### config.mk
export PLATFORM = sky130hd
export DESIGN_NAME = mem_arbiter_flat
export DESIGN_NICKNAME = d
export VERILOG_FILES = /design/src/rtl/mem_ctrl_pkg.sv /design/src/rtl/mem_arbiter_if.sv /design/src/rtl/mem_arbiter.sv /design/src/flat_wrapper.sv
export SDC_FILE = /design/constraint.sdc
export NUM_CORES = 1
export LEC_CHECK = 0
export ABC_AREA = 1
export CORE_ASPECT_RATIO = 1.25
export CORE_MARGIN = 2
export CORE_UTILIZATION = 28
export DETAILED_ROUTE_END_ITERATION = 8
export PLACE_DENSITY = 0.71
export SYNTH_ARGS = -nofsm -noshare
export SYNTH_HDL_FRONTEND = slang
export SYNTH_SLANG_ARGS = --single-unit
export TNS_END_PERCENT = 100
### constraint.sdc
create_clock -name clk -period 1.8 [get_ports clk]
set_input_delay 0.36 -clock clk [delete_from_list [all_inputs] [get_ports clk]]
set_output_delay 0.36 -clock clk [all_outputs]
set_load 0.01 [all_outputs]
### src/rtl/mem_ctrl_pkg.sv
// rtl/mem_ctrl_pkg.sv - shared defaults and state encoding for the memory arbiter
package mem_ctrl_pkg;

   localparam int ADDR_W    = 14;
   localparam int DATA_W    = 19;
   localparam int MEM_DEPTH = 16001;

   typedef enum logic [1:0] {
      IDLE   = 2'd0,
      ACCESS = 2'd1,
      RESP   = 2'd2
   } state_e;

   localparam logic OWN_CPU  = 1'b0;
   localparam logic OWN_PROG = 1'b1;

endpackage

### src/rtl/mem_arbiter_if.sv
// rtl/mem_arbiter_if.sv - requester, response and memory-side signals of the arbiter
interface mem_arbiter_if #(
   parameter int ADDR_W = mem_ctrl_pkg::ADDR_W,
   parameter int DATA_W = mem_ctrl_pkg::DATA_W
);
   logic              prog_mode;
   logic              cpu_req;
   logic              cpu_we;
   logic [ADDR_W-1:0] cpu_addr;
   logic [DATA_W-1:0] cpu_wdata;
   logic              cpu_ack;
   logic              prog_req;
   logic              prog_we;
   logic [ADDR_W-1:0] prog_addr;
   logic [DATA_W-1:0] prog_wdata;
   logic              prog_ack;
   logic [DATA_W-1:0] rdata;
   logic              err;
   logic              busy;
   logic [ADDR_W-1:0] mem_address;
   logic [DATA_W-1:0] mem_write_data;
   logic              mem_read;
   logic              mem_write;
   logic [DATA_W-1:0] mem_read_data;

   modport slave (
      input  prog_mode, cpu_req, cpu_we, cpu_addr, cpu_wdata,
      input  prog_req, prog_we, prog_addr, prog_wdata, mem_read_data,
      output cpu_ack, prog_ack, rdata, err, busy,
      output mem_address, mem_write_data, mem_read, mem_write
   );

   modport master (
      output prog_mode, cpu_req, cpu_we, cpu_addr, cpu_wdata,
      output prog_req, prog_we, prog_addr, prog_wdata, mem_read_data,
      input  cpu_ack, prog_ack, rdata, err, busy,
      input  mem_address, mem_write_data, mem_read, mem_write
   );
endinterface

### src/rtl/mem_arbiter.sv
// rtl/mem_arbiter.sv - two-port (CPU / loader) round-robin arbiter for a single-port memory
// One access at a time: IDLE grants, ACCESS touches memory, RESP acks the owner.
module mem_arbiter #(
   parameter int ADDR_W    = mem_ctrl_pkg::ADDR_W,
   parameter int DATA_W    = mem_ctrl_pkg::DATA_W,
   parameter int MEM_DEPTH = mem_ctrl_pkg::MEM_DEPTH
) (
   input  logic          clk,
   input  logic          rst,
   mem_arbiter_if.slave  bus
);
   import mem_ctrl_pkg::*;

   localparam logic [1:0] S_IDLE   = IDLE;
   localparam logic [1:0] S_ACCESS = ACCESS;
   localparam logic [1:0] S_RESP   = RESP;

   logic [1:0]        state;
   logic              owner;
   logic              last_grant;
   logic              lat_we;
   logic [ADDR_W-1:0] lat_addr;
   logic [DATA_W-1:0] lat_wdata;
   logic [DATA_W-1:0] rdata_q;
   logic              err_q;
   logic              cpu_ack_q;
   logic              prog_ack_q;

   logic cpu_elig;
   logic prog_elig;
   logic pick_prog;
   logic in_range;

   assign cpu_elig  = bus.cpu_req & ~bus.prog_mode;
   assign prog_elig = bus.prog_req;
   // On a tie the port that did not win last time goes first.
   assign pick_prog = prog_elig & (~cpu_elig | (last_grant == OWN_CPU));
   assign in_range  = 32'(lat_addr) < 32'(MEM_DEPTH);

   always_ff @(posedge clk or posedge rst) begin
      if (rst) begin
         state      <= S_IDLE;
         owner      <= OWN_CPU;
         last_grant <= OWN_CPU;
         lat_we     <= 1'b0;
         lat_addr   <= '0;
         lat_wdata  <= '0;
         rdata_q    <= '0;
         err_q      <= 1'b0;
         cpu_ack_q  <= 1'b0;
         prog_ack_q <= 1'b0;
      end else begin
         case (state)
            S_IDLE: begin
               if (cpu_elig | prog_elig) begin
                  owner     <= pick_prog ? OWN_PROG : OWN_CPU;
                  lat_we    <= pick_prog ? bus.prog_we    : bus.cpu_we;
                  lat_addr  <= pick_prog ? bus.prog_addr  : bus.cpu_addr;
                  lat_wdata <= pick_prog ? bus.prog_wdata : bus.cpu_wdata;
                  state     <= S_ACCESS;
               end
            end
            S_ACCESS: begin
               // Out-of-range reads leave rdata at its previous value.
               if (in_range && !lat_we) begin
                  rdata_q <= bus.mem_read_data;
               end
               err_q      <= ~in_range;
               cpu_ack_q  <= (owner == OWN_CPU);
               prog_ack_q <= (owner == OWN_PROG);
               state      <= S_RESP;
            end
            S_RESP: begin
               cpu_ack_q  <= 1'b0;
               prog_ack_q <= 1'b0;
               err_q      <= 1'b0;
               last_grant <= owner;
               state      <= S_IDLE;
            end
            default: begin
               state <= S_IDLE;
            end
         endcase
      end
   end

   // Strobes decode from state so an asynchronous reset drops them at once.
   assign bus.mem_read       = (state == S_ACCESS) & in_range & ~lat_we;
   assign bus.mem_write      = (state == S_ACCESS) & in_range & lat_we;
   assign bus.mem_address    = lat_addr;
   assign bus.mem_write_data = lat_wdata;
   assign bus.rdata          = rdata_q;
   assign bus.err            = err_q;
   assign bus.cpu_ack        = cpu_ack_q;
   assign bus.prog_ack       = prog_ack_q;
   assign bus.busy           = (state != S_IDLE);

endmodule

### src/flat_wrapper.sv
// flat-port wrapper written by rule: the top's interface ports become plain ports
module mem_arbiter_flat import mem_ctrl_pkg::*;
#(
   parameter int ADDR_W    = mem_ctrl_pkg::ADDR_W,
   parameter int DATA_W    = mem_ctrl_pkg::DATA_W,
   parameter int MEM_DEPTH = mem_ctrl_pkg::MEM_DEPTH
)
  (clk, rst, bus_prog_mode, bus_cpu_req, bus_cpu_we, bus_cpu_addr, bus_cpu_wdata, bus_prog_req, bus_prog_we, bus_prog_addr, bus_prog_wdata, bus_mem_read_data, bus_cpu_ack, bus_prog_ack, bus_rdata, bus_err, bus_busy, bus_mem_address, bus_mem_write_data, bus_mem_read, bus_mem_write);
  mem_arbiter_if #(.ADDR_W(ADDR_W), .DATA_W(DATA_W)) bus_i ();
  input  logic clk;
  input  logic rst;
  input wire logic [$bits(bus_i.prog_mode)-1:0] bus_prog_mode;
  input wire logic [$bits(bus_i.cpu_req)-1:0] bus_cpu_req;
  input wire logic [$bits(bus_i.cpu_we)-1:0] bus_cpu_we;
  input wire logic [$bits(bus_i.cpu_addr)-1:0] bus_cpu_addr;
  input wire logic [$bits(bus_i.cpu_wdata)-1:0] bus_cpu_wdata;
  input wire logic [$bits(bus_i.prog_req)-1:0] bus_prog_req;
  input wire logic [$bits(bus_i.prog_we)-1:0] bus_prog_we;
  input wire logic [$bits(bus_i.prog_addr)-1:0] bus_prog_addr;
  input wire logic [$bits(bus_i.prog_wdata)-1:0] bus_prog_wdata;
  input wire logic [$bits(bus_i.mem_read_data)-1:0] bus_mem_read_data;
  output wire logic [$bits(bus_i.cpu_ack)-1:0] bus_cpu_ack;
  output wire logic [$bits(bus_i.prog_ack)-1:0] bus_prog_ack;
  output wire logic [$bits(bus_i.rdata)-1:0] bus_rdata;
  output wire logic [$bits(bus_i.err)-1:0] bus_err;
  output wire logic [$bits(bus_i.busy)-1:0] bus_busy;
  output wire logic [$bits(bus_i.mem_address)-1:0] bus_mem_address;
  output wire logic [$bits(bus_i.mem_write_data)-1:0] bus_mem_write_data;
  output wire logic [$bits(bus_i.mem_read)-1:0] bus_mem_read;
  output wire logic [$bits(bus_i.mem_write)-1:0] bus_mem_write;
  assign bus_i.prog_mode = bus_prog_mode;
  assign bus_i.cpu_req = bus_cpu_req;
  assign bus_i.cpu_we = bus_cpu_we;
  assign bus_i.cpu_addr = bus_cpu_addr;
  assign bus_i.cpu_wdata = bus_cpu_wdata;
  assign bus_i.prog_req = bus_prog_req;
  assign bus_i.prog_we = bus_prog_we;
  assign bus_i.prog_addr = bus_prog_addr;
  assign bus_i.prog_wdata = bus_prog_wdata;
  assign bus_i.mem_read_data = bus_mem_read_data;
  assign bus_cpu_ack = bus_i.cpu_ack;
  assign bus_prog_ack = bus_i.prog_ack;
  assign bus_rdata = bus_i.rdata;
  assign bus_err = bus_i.err;
  assign bus_busy = bus_i.busy;
  assign bus_mem_address = bus_i.mem_address;
  assign bus_mem_write_data = bus_i.mem_write_data;
  assign bus_mem_read = bus_i.mem_read;
  assign bus_mem_write = bus_i.mem_write;
  mem_arbiter #(.ADDR_W(ADDR_W), .DATA_W(DATA_W), .MEM_DEPTH(MEM_DEPTH)) u_core (.clk(clk), .rst(rst), .bus(bus_i));
endmodule
# Yosys cells after proc, flatten, opt, wreduce, memory -nomap -nowiden
# Index checks and enable logic that the tools add are counted.
dict set report word_totals {
  inputBits 92
  output_inout_bits 58
  mem_count 0
  mem_bits_ro 0
  latch_bits 0
  ff_bits 60
  elab_cells 43
  ramBits 0
}
dict set report op_classes {
  n_div 0
  n_eq_ne 3
  order_cmp 1
  reduce_logical 7
  shift 0
  addsub 0
  multipliers 0
  n_bitwise 13
  muxes 9
}
# op n
set op_table {}
lappend op_table {{2-to-1 mux 19 bit} 1}
lappend op_table {{< comparator 14 bit, second input constant} 1}
lappend op_table {{2-to-1 mux 14 bit} 1}
lappend op_table {{inverter 1 bit} 6}
lappend op_table {{one-hot mux 1 bit (2 select lines)} 3}
lappend op_table {{bitwise AND 1 bit} 5}
lappend op_table {{one-hot mux 2 bit (2 select lines)} 1}
lappend op_table {{AND reduction 2 bit} 2}
lappend op_table {{nonzero test 2 bit} 2}
lappend op_table {{== test 2 x 1 -> 1 bit, second input constant} 1}
lappend op_table {{== test 2 bit, second input constant} 1}
lappend op_table {{logical NOT 2 bit} 1}
lappend op_table {{2-to-1 mux 1 bit} 2}
lappend op_table {{2-to-1 mux 2 bit} 1}
lappend op_table {{inequality test 2 x 1 -> 1 bit, second input constant} 1}
lappend op_table {{OR 1 bit} 2}
lappend op_table {{logical AND 1 bit} 1}
lappend op_table {{logical NOT 1 bit} 1}

# Longest topological paths before layout
dict set report depth {
  ltp_word 6
  ltp_mapped 9
}

# Worst setup path after synthesis
# No wires, ideal clock.
dict set report synth_path {
  path_kind {reg-to-output}
  start {register u_core.lat_addr[0], in the netlist u_core.bus.mem_address[0]}
  end {output port bus_mem_write}
  path_buffers 1
  path_stages_with_launch 9
  arrival_time_ns 1.168
  setup_slack_ns 0.272
  path_cell_list {dfrtp_1 -> nor2_1 -> nand3_1 -> nand2_1 -> nand2_1 -> nand2_1 -> buf_2 -> nand2_1 -> nor2_1}
}
dict set report synth_between {
  elab_chain_len 3
}
# item line
set synth_rtl {}
lappend synth_rtl {{start, declared} mem_arbiter.sv:22} ;# logic [ADDR_W-1:0] lat_addr;
lappend synth_rtl {{start signal, assigned} mem_arbiter.sv:58} ;# lat_addr <= pick_prog ? bus.prog_addr : bus.cpu_addr;
lappend synth_rtl {{< comparator 14 bit} mem_arbiter.sv:38} ;# assign in_range = 32'(lat_addr) < 32'(MEM_DEPTH);
lappend synth_rtl {{bitwise AND 1 bit (2 in series)} mem_arbiter.sv:89} ;# assign bus.mem_write = (state == S_ACCESS) & in_range & lat_we;
lappend synth_rtl {{end, declared} flat_wrapper.sv:30} ;# output wire logic [$bits(bus_i.mem_write)-1:0] bus_mem_write;
# No other way between the ends.

# Worst setup path after layout
dict set report layout_path {
  start {register u_core.lat_addr[8], in the netlist u_core.bus.mem_address[8]}
  end {output port bus_mem_read}
}
dict set report layout_between {
  elab_chain_len 3
}
# item line
set layout_rtl {}
lappend layout_rtl {{< comparator 14 bit} mem_arbiter.sv:38}
lappend layout_rtl {{bitwise AND 1 bit (2 in series)} mem_arbiter.sv:88} ;# assign bus.mem_read = (state == S_ACCESS) & in_range & ~lat_we;
lappend layout_rtl {{end, declared} flat_wrapper.sv:29} ;# output wire logic [$bits(bus_i.mem_read)-1:0] bus_mem_read;
# No other way between the ends.

==> metrics <==
Ys Warns=0; Final Skew=0.00399 ns; max-cap viol count=0; # diodes=0; filler cell count=898; Distinct cells, synth=20; RR Startpoint=u_core.state[1]; CTS Sinks=60; Worst Tran Pin Value=0.273 ns; RSZ-0062 raised after global routing=true; post-place setup slack=-0.0712 ns; Final Routed Wirelength=8.53 mm; Worst Path Arrival=1.39 ns; first-pass GRT wire length=13.8 mm; syn nets=421; Die Height=115 um; Placeable Area=9610 sq um; crit path launch type=register; crit end category=output pin; Final Max Tran Viols=0; Final ANT Viol Nets=0; Post-synth EDFFs=0; DP HPWL=6.50 mm; Final Util=0.515; GPL Wtd Cong=0.755; TNS Setup=0 ns; max incr delay on CP=0.39 ns; Hold WC Path Type=in2async; R2R depth=9; # H-tree levels=3; FF-to-FF End=u_core.bus.mem_write_data[0]; status=finished clean; final worst-path cycle share=0.970; Clock Pin Slew Worst Setup and Hold Paths=0.05 ns; routed length per instance=13.5 um; Yosys reg bits=60; die area=10700 sq um; num ports=150; worst-skew pair later-pin latency=0.32 ns; total grt overflow=0; Main synth FF type=dfrtp_1; layout cells sized above 1=0.141; Power Density=1710 nW/um^2; CP cell instances=inv_2 -> nand2_1 -> nor2_2 -> nand3_1 -> nand4_1 -> inv_1 -> buf_2; TritonCTS clock tree=done; Max VDD drop=0.667 mV; Net count, final=594; initial antenna violation count=0; largest net degree at the start of global routing=42; P&R area growth vs syn=78.8%; Starting DRT DRC Count=95; worst rel slew slack=0.818; Via density=4.61; Post-Synthesis Cell Area=2770 sq um; R2R Setup Slk=0.16 ns; Pleak=2.20 nW; chip width=92.9 um; # port buffers=149; setup ws final=0.0538 ns; Overall Global Routing Usage=0.162; total CTS buffers=9; multi-input logic area=1100 sq um; Root Buffer=clkbuf_16; Seq/Total Area, Yosys=0.543; CTS Hold Buffers Added=0; Total Power=8.47 mW; Avg Cell Area, Syn=8.48 sq um; number of global-route vias before repair=2985; Starting Density=0.288; DRC=0; final setup fails=0; CP max FO=3; post-synthesis cell count=326; drt pass-1 iters=4; slowest CP cell=dfrtp_1; CTS Buffer Depth=2; Final Critical Period=1.75 ns; ys async rst share=1.00; Max Freq=573 MHz; register area=1500 sq um; Via Count=2902; critical setup path kind=reg2out; Worst Path Required=1.44 ns; Core Rows=40; final hold vios=0
==> worst max-delay path, delay by kind of cell, from the launching register on <==
| family | cells | cell delay (ns) |
|---|---|---|
| DFF | 1 | 0.39 |
| buffers and inverters | 3 | 0.29 |
| and+or+nand+nor | 4 | 0.41 |
==> cell usage in the layout, fill, tap and decap left out, drive strengths merged, types with 4 or more instances in the layout <==
cell | netlist | final
nand4 | 20 | 20
inv | 20 | 19
o22ai | 8 | 8
clkdlybuf4s50 | 0 | 146
nor2 | 40 | 40
clkbuf | 2 | 13
a21oi | 59 | 59
buf | 19 | 36
dfrtp | 60 | 60
o21ai | 9 | 9
nand2 | 80 | 80
nand3 | 4 | 4
==> metrics by stage <==
step	instance area (sq um)	hold WS (ns)	std cells
CTS	4940	0.477	630
global route	4940	0.496	630
detailed placement	4570	0.467	612
global placement	4570	0.463	612
floorplan	2770	0.454	326
finish	4940	0.472	630
==> how the worst max path moves through the flow <==
stage | startpoint | endpoint | depth (start not counted)
after floorplan | u_core.bus.mem_address[0] | bus_mem_write | 8
after detailed placement | u_core.bus.mem_address[4] | bus_mem_write | 8
after global routing | u_core.bus.mem_address[4] | bus_mem_write | 8
final | u_core.bus.mem_address[8] | bus_mem_read | 7
after CTS | u_core.bus.mem_address[3] | bus_mem_write | 8
after global placement | u_core.bus.mem_address[4] | bus_mem_read | 6
==> metal layers <==
metal	global-route usage	vias up	routed length [um]
li1	-	1429	-
met1	0.183	1339	3440
met2	0.284	120	4150
met3	0.0537	14	792
met4	0.0667	0	157
met5	0	-	0
==> synth_stat cells (3+ instances only) <==
cell type / count / area [sq um]
inv_1: 17 / 63.8
nor2_1: 40 / 150
o22ai_2: 5 / 62.6
o21ai_1: 5 / 25.0
nand3_1: 4 / 20.0
inv_2: 3 / 11.3
a21oi_1: 59 / 295
nand2_1: 78 / 293
o22ai_1: 3 / 18.8
dfrtp_1: 60 / 1500
ha_1: 3 / 37.5
nand4_1: 20 / 125
buf_2: 15 / 75.1
o21ai_0: 4 / 20.0
==> cell families after synthesis <==
kind of cell               Yosys count  share of synthesized area
buffers and inverters               41                     0.0679
adders and majority gates            3                     0.0136
and+or+nand+nor                    144                      0.217
DFF                                 60                      0.543
AOI/OAI and AO/OA                   78                      0.158
==> flip-flops by register name, summed over array words and instances (netlist names) <==
name,count
u_core.lat_we,1
u_core.bus.mem_write_data,19
u_core.owner,1
u_core.state,2
u_core.last_grant,1
u_core.bus.rdata,19
u_core.bus.prog_ack,1
u_core.bus.err,1
u_core.bus.mem_address,14
u_core.bus.cpu_ack,1
==> cell type report <==
| cell class | instances | area share |
|---|---|---|
| Timing Repair Buffer | 183 | 0.355 |
| Sequential cell | 60 | 0.304 |
| Multi-Input combinational cell | 225 | 0.222 |
| Clock buffer | 12 | 0.0519 |
| Tap cell | 126 | 0.0319 |
| Clock inverter | 4 | 0.0192 |
| Inverter | 20 | 0.0159 |
==> power by group <==
group / internal [mW] / switching, mW / leakage (nW)
clock: 1.42 / 0.578 / 0.173
sequential: 2.02 / 0.366 / 0.708
combinational: 2.15 / 1.93 / 1.32
total: 5.60 / 2.87 / 2.20
==> repair_timing <==
item	4_1_cts	5_1_grt
gates resized for setup	12	7
setup endpoints to repair	3	3
pin swaps	2	3
buffers inserted	2	0
No activity file was read; power rests on OpenSTA's default activity.
